<file path="src/rtl/stopwatch_pkg.sv">
// Shared types and default sizing for the stopwatch run/pause/lap controller.
// The state encoding is fixed at 2 bits so the state can be probed directly.
package stopwatch_pkg;

    localparam int DEF_CNT_W   = 14;
    localparam int DEF_CNT_MAX = 9999;
    localparam int DEF_DEB_CNT = 1000000;

    typedef enum logic [1:0] {
        IDLE  = 2'd0,
        RUN   = 2'd1,
        PAUSE = 2'd2,
        LAP   = 2'd3
    } state_t;

endpackage

</file>
<file path="src/rtl/btn_debounce.sv">
// Push-button conditioner: 2-FF synchroniser, stability counter, debounced level,
// and a one-cycle event on each accepted press. Releases produce no event.
module btn_debounce
    import stopwatch_pkg::*;
#(
    parameter int DEB_CNT = DEF_DEB_CNT
) (
    input  logic i_clk,
    input  logic i_clr,
    input  logic i_btn,
    output logic o_ev
);

    localparam int             CW      = $clog2(DEB_CNT + 1);
    localparam logic [CW-1:0]  CNT_TOP = CW'(DEB_CNT);

    logic          r_sync1;
    logic          r_sync2;
    logic          r_level;
    logic          r_level_d;
    logic          r_ev;
    logic [CW-1:0] r_cnt;

    // The counter only runs while the synchronised input disagrees with the
    // accepted level; any return to agreement restarts the stability window.
    always_ff @(posedge i_clk) begin
        if (i_clr) begin
            r_sync1   <= 1'b0;
            r_sync2   <= 1'b0;
            r_level   <= 1'b0;
            r_level_d <= 1'b0;
            r_ev      <= 1'b0;
            r_cnt     <= '0;
        end else begin
            r_sync1 <= i_btn;
            r_sync2 <= r_sync1;
            if (r_sync2 == r_level) begin
                r_cnt <= '0;
            end else if (r_cnt == CNT_TOP) begin
                r_level <= r_sync2;
                r_cnt   <= '0;
            end else begin
                r_cnt <= r_cnt + 1'b1;
            end
            r_level_d <= r_level;
            r_ev      <= r_level & ~r_level_d;
        end
    end

    assign o_ev = r_ev;

endmodule

</file>
<file path="src/rtl/stopwatch_ctrl.sv">
// Stopwatch controller: debounced start/stop and lap/reset buttons drive a
// 4-state FSM that gates counting, clears the counter and freezes lap values.
module stopwatch_ctrl
    import stopwatch_pkg::*;
#(
    parameter int DEB_CNT = DEF_DEB_CNT,
    parameter int CNT_W   = DEF_CNT_W,
    parameter int CNT_MAX = DEF_CNT_MAX
) (
    input  logic             i_clk,
    input  logic             i_clr,
    input  logic             i_btn_ss,
    input  logic             i_btn_lap,
    input  logic             i_tick,
    input  logic [CNT_W-1:0] i_cnt_q,
    output logic             o_cnt_ce,
    output logic             o_cnt_clr,
    output logic [CNT_W-1:0] o_disp_q,
    output logic             o_run_led,
    output logic             o_lap_led,
    output logic             o_ovf
);

    localparam logic [CNT_W-1:0] CNT_TOP = CNT_W'(CNT_MAX);

    state_t           r_state;
    logic [CNT_W-1:0] r_hold;
    logic             r_ovf;
    logic             r_clr_pulse;
    logic             w_ss_ev;
    logic             w_lap_ev;
    logic             w_running;

    btn_debounce #(.DEB_CNT(DEB_CNT)) u_deb_ss (
        .i_clk (i_clk),
        .i_clr (i_clr),
        .i_btn (i_btn_ss),
        .o_ev  (w_ss_ev)
    );

    btn_debounce #(.DEB_CNT(DEB_CNT)) u_deb_lap (
        .i_clk (i_clk),
        .i_clr (i_clr),
        .i_btn (i_btn_lap),
        .o_ev  (w_lap_ev)
    );

    assign w_running = (r_state == RUN) || (r_state == LAP);

    // Start/stop is tested first in every state, so a simultaneous lap press is dropped.
    always_ff @(posedge i_clk) begin
        if (i_clr) begin
            r_state     <= IDLE;
            r_hold      <= '0;
            r_ovf       <= 1'b0;
            r_clr_pulse <= 1'b0;
        end else begin
            r_clr_pulse <= 1'b0;
            if (o_cnt_ce && (i_cnt_q == CNT_TOP)) begin
                r_ovf <= 1'b1;
            end
            case (r_state)
                IDLE: begin
                    if (w_ss_ev) begin
                        r_state <= RUN;
                    end
                end
                RUN: begin
                    if (w_ss_ev) begin
                        r_state <= PAUSE;
                    end else if (w_lap_ev) begin
                        r_state <= LAP;
                        r_hold  <= i_cnt_q;
                    end
                end
                LAP: begin
                    if (w_ss_ev) begin
                        r_state <= PAUSE;
                    end else if (w_lap_ev) begin
                        r_state <= RUN;
                    end
                end
                PAUSE: begin
                    if (w_ss_ev) begin
                        r_state <= RUN;
                    end else if (w_lap_ev) begin
                        r_state     <= IDLE;
                        r_clr_pulse <= 1'b1;
                        r_ovf       <= 1'b0;
                    end
                end
                default: begin
                    r_state <= IDLE;
                end
            endcase
        end
    end

    assign o_cnt_ce  = i_tick & w_running;
    assign o_cnt_clr = i_clr | r_clr_pulse;
    assign o_disp_q  = (r_state == LAP) ? r_hold : i_cnt_q;
    assign o_run_led = w_running;
    assign o_lap_led = (r_state == LAP);
    assign o_ovf     = r_ovf;

endmodule
</file>
<file path="config.mk">
export PLATFORM = sky130hd
export DESIGN_NAME = stopwatch_ctrl
export DESIGN_NICKNAME = d
export VERILOG_FILES = /design/src/rtl/stopwatch_pkg.sv /design/src/rtl/btn_debounce.sv /design/src/rtl/stopwatch_ctrl.sv
export SDC_FILE = /design/constraint.sdc
export NUM_CORES = 1
export LEC_CHECK = 0
export ABC_AREA = 1
export CAP_MARGIN = 15
export CORE_MARGIN = 3
export CORE_UTILIZATION = 45
export CTS_CLUSTER_DIAMETER = 150
export DETAILED_ROUTE_END_ITERATION = 8
export GPL_ROUTABILITY_DRIVEN = 0
export GPL_TIMING_DRIVEN = 0
export PLACE_DENSITY = 0.64
export RECOVER_POWER = 100
export SYNTH_ARGS = -nofsm -noshare
export SYNTH_HDL_FRONTEND = slang
export SYNTH_SLANG_ARGS = --single-unit
</file>
<file path="constraint.sdc">
create_clock -name i_clk -period 2 [get_ports i_clk]
set_input_delay 0.6 -clock i_clk [delete_from_list [all_inputs] [get_ports i_clk]]
set_output_delay 0.6 -clock i_clk [all_outputs]
set_load 0.02 [all_outputs]
</file>
==> metrics.md <==
| Metric | Value |
|---|---|
| Total congestion overflow | `0` |
| Crit path time final | `1980 ps` |
| Post-synth top area cell | `dfxtp_1` |
| FFs w/ async S/R, synth | `0%` |
| Post-Synth XOR/XNOR Area | `4.35%` |
| ANT cells | `0` |
| Clock skew | `between 10 and 15 ps` |
| Cell Area, Synth | `roughly 0.0034 sq mm` |
| Core area | `between 0.007 and 0.008 sq mm` |
| Total CTS buffers | `9` |
| Clock insertion delay at the later pin of the skew report | `330 ps` |
| M1 wire length | `3740 microns` |
| Die Span Y | `93.2 microns` |
| Initial core utilization | `46.7%` |
| Slew @ Worst Pin | `479 ps` |
| Area share of the largest cell type after synthesis | `39.8%` |
| Count leader, synth | `nand2_1` |
| Clock Sink Count | `68` |
| DRC Markers | `0` |
| Syn Nets | `516` |
| Detailed Routing Iterations Pass 1 | `4` |
| Endpoints failing setup | `0` |
| Int Power | `2.06 mW` |
| Clock Path Buffers | `2` |
| Ys flop type | `dfxtp_1` |
| Max-Slew Margin vs Limit | `about two thirds` |
| First-pass GRT wire length | `13200 microns` |
| Arr. time, crit path | `1380 ps` |
| Clk slew on worst S/H paths | `60 ps` |
| Ranking of synthesized cells by area | `dfxtp_1 (40%), nand2_1 (12%), nor2_1 (9.0%)` |
| Routed WL | `7660 microns` |
| Mapped Cells | `~490` |
| CTS H-Tree Depth | `3` |
| Crit end category | `primary output` |
| Sequential power share | `~52%` |
| Worst hold-check path type | `reg -> reg` |
| Detailed placer's ending HPWL | `5620 microns` |
| CP startpoint kind | `input pin` |
| Hold_buf cts | `0` |
| Final ANT Viol Nets | `0` |
| Cells along the critical path | `clkdlybuf4s50_1 > inv_2 > o21ai_4 > buf_6` |
| Slowest-stage cell, CP | `clkdlybuf4s50_1` |
| Drt wl/cell | `~12 microns` |
| Compound-cell area share of the yosys netlist | `8.22%` |
| Comb pwr share | `5.7%` |
| DP Worst Slack | `-874 ps` |
| Pin count of the biggest net entering global routing | `11` |
| IO Port Bufs | `37` |
| Reported net switching power | `564 uW` |
| Metal3 WL | `between 300 and 400 microns` |
| Min Hold Slack | `approximately 390 ps` |
| Clk pwr share | `between 40% and 50%` |
| Layout cells sized above 1 | `13.8%` |
| DR iter-0 viols | `93` |
| Root buffer cell | `clkbuf_8` |
| Met2 WL | `between 3000 and 4000 microns` |
| Simple-gate share of the synthesized area | `37.7%` |
| Power per cell area | `between 600 and 700 mW/mm^2` |
| Unique masters post-synth | `33` |
| Post-synthesis adder-cell area fraction | `1.46%` |
| Average size of a mapped cell | `6.95 sq um` |
| Fin crit share | `99.0%` |
| Number of global-route vias before repair | `2962` |
| Post-synthesis sequential area ratio | `39.8%` |
| Fin nets | `around 570` |
| Peak VDD IR | `0.000352 V` |
| Post-synth top cells | `nand2_1 (113), nor2_1 (82), dfxtp_1 (68), inv_1 (54), nor2_2 (30)` |
| Final Hold Fails | `0` |
| Sw Ratio | `21.5%` |
| Mux cell area share after synthesis | `0%` |
| Ys Warns | `0` |
| Worst Slack Setup Final | `20.1 ps` |
| Die W | `93.2 microns` |
| Highest Clock Rate | `505 MHz` |
| Crit-path max cell delay | `470 ps` |
| Max Slew Vio Count | `0` |
| Layout area overhead | `21.5%` |
| Post-synth EDFFs | `0` |
| Die footprint | `about 0.0087 sq mm` |
| Leak | `roughly 1.6 nW` |
| Max_cap viols | `0` |
| Critical Path RT | `1400 ps` |
| DR vias/cell | `4.84` |
| I/O pins | `38` |
| DR top layer | `met4` |
| # fillers | `688` |
| Largest family of logic cells by synthesized area | `simple AND/OR/NAND/NOR gates` |
| Global router's overall resource usage | `18.6%` |
| Outcome | `finished, final reports clean` |
| Seq cells post-synth | `between 60 and 70` |
| TritonCTS clock tree | `built` |
| FP Rows | `31` |
| Critical path class | `in -> out` |
| Routed via count | `around 3100` |
| Antenna violations before repair | `0` |
| Worst-path maximum fanout | `3` |
worst max-delay path, delay by kind of cell:
kind,cells,cell delay (ps)
buffers and inverters,3,660
AOI/OAI and AO/OA,1,120
power by group through the flow:
stage / Combinational (mW) / Clock, mW / Sequential [mW]
2_1_floorplan: 0.0699 / 0 / 1.39
3_5_place_dp: 0.153 / 0 / 1.39
6_report: 0.150 / 1.11 / 1.36
4_1_cts: 0.148 / 1.15 / 1.36
3_3_place_gp: 0.153 / 0 / 1.39
5_1_grt: 0.164 / 1.21 / 1.36
layout by cell type, fill, tap and decap left out, drive strengths merged:
master	instances
nand2	117
dfxtp	68
ha	4
dlygate4sd2	1
dlymetal6s2s	8
nor2	114
nand4	13
clkinv	1
dlygate4sd3	2
and2	1
buf	25
xnor2	6
inv	56
or3	1
nor3	5
nand3	28
clkdlybuf4s15	1
o21ai	27
nand3b	2
or2	2
clkdlybuf4s50	8
xor2	11
o21bai	3
a21oi	24
clkbuf	20
bufinv	1
timing repair:
| action | in CTS | in global routing |
|---|---|---|
| endpoints found under the hold margin | 0 | 0 |
| resized for setup | 108 | 37 |
| cloned | 0 | 1 |
| pin swaps | 3 | 6 |
| buffers inserted | 0 | 4 |
| setup endpoints to repair | 18 | 16 |
per-layer routing:
| layer | vias up | global-route usage (%) |
|---|---|---|
| met5 | - | 0 |
| met3 | 10 | 4.10 |
| met2 | 65 | 28.9 |
| met4 | 0 | 7.08 |
| li1 | 1654 | - |
| met1 | 1409 | 25.2 |
final cells by class:
type	count	area (sq um)	area share (%)
Multi-Input combinational cell	358	1730	41.7
Sequential cell	68	1360	32.8
Timing Repair Buffer	42	412	9.89
Inverter	56	218	5.23
Clock buffer	12	155	3.73
Tap cell	99	124	2.98
Buffer	11	120	2.89
Clock inverter	2	35.0	0.842
registers in the layout (all words and copies together) (netlist names), 2 cells and up:
signal / count
r_hold: 14
r_state: 2
u_deb_lap.r_cnt: 20
u_deb_ss.r_cnt: 20
per-stage QoR:
step | instances | cell area, sq um | setup TNS (ps) | util, % | total power, mW
2_1_floorplan | 493 | 3420 | 0 | - | 1.46
3_3_place_gp | 629 | 3920 | -8550 | 53.5 | 1.55
3_5_place_dp | 629 | 3920 | -8970 | 53.5 | 1.55
4_1_cts | 643 | 4110 | -99.1 | 56.0 | 2.66
5_1_grt | 648 | 4160 | -15.3 | 56.8 | 2.74
6_report | 648 | 4160 | 0 | 56.8 | 2.62
cell families after synthesis:
family	Yosys count
adders and majority gates	4
and+or+nand+nor	283
AOI/OAI and AO/OA	54
DFF	68
buffers and inverters	67
xor gates and xnor gates	17
path summary, 6_finish.rpt:
| check | cells past startpoint | to | start | slack, ps |
|---|---|---|---|---|
| max | 4 | o_disp_q[6] | i_cnt_q[6] | 20 |
| min | 1 | u_deb_lap.o_ev | u_deb_lap.r_level_d | 390 |
| max reg2reg | 8 | u_deb_lap.r_cnt[0] | u_deb_lap.r_cnt[0] | 290 |
| min reg2reg | 1 | u_deb_lap.o_ev | u_deb_lap.r_level_d | 390 |
No activity file was read; power rests on OpenSTA's default activity.
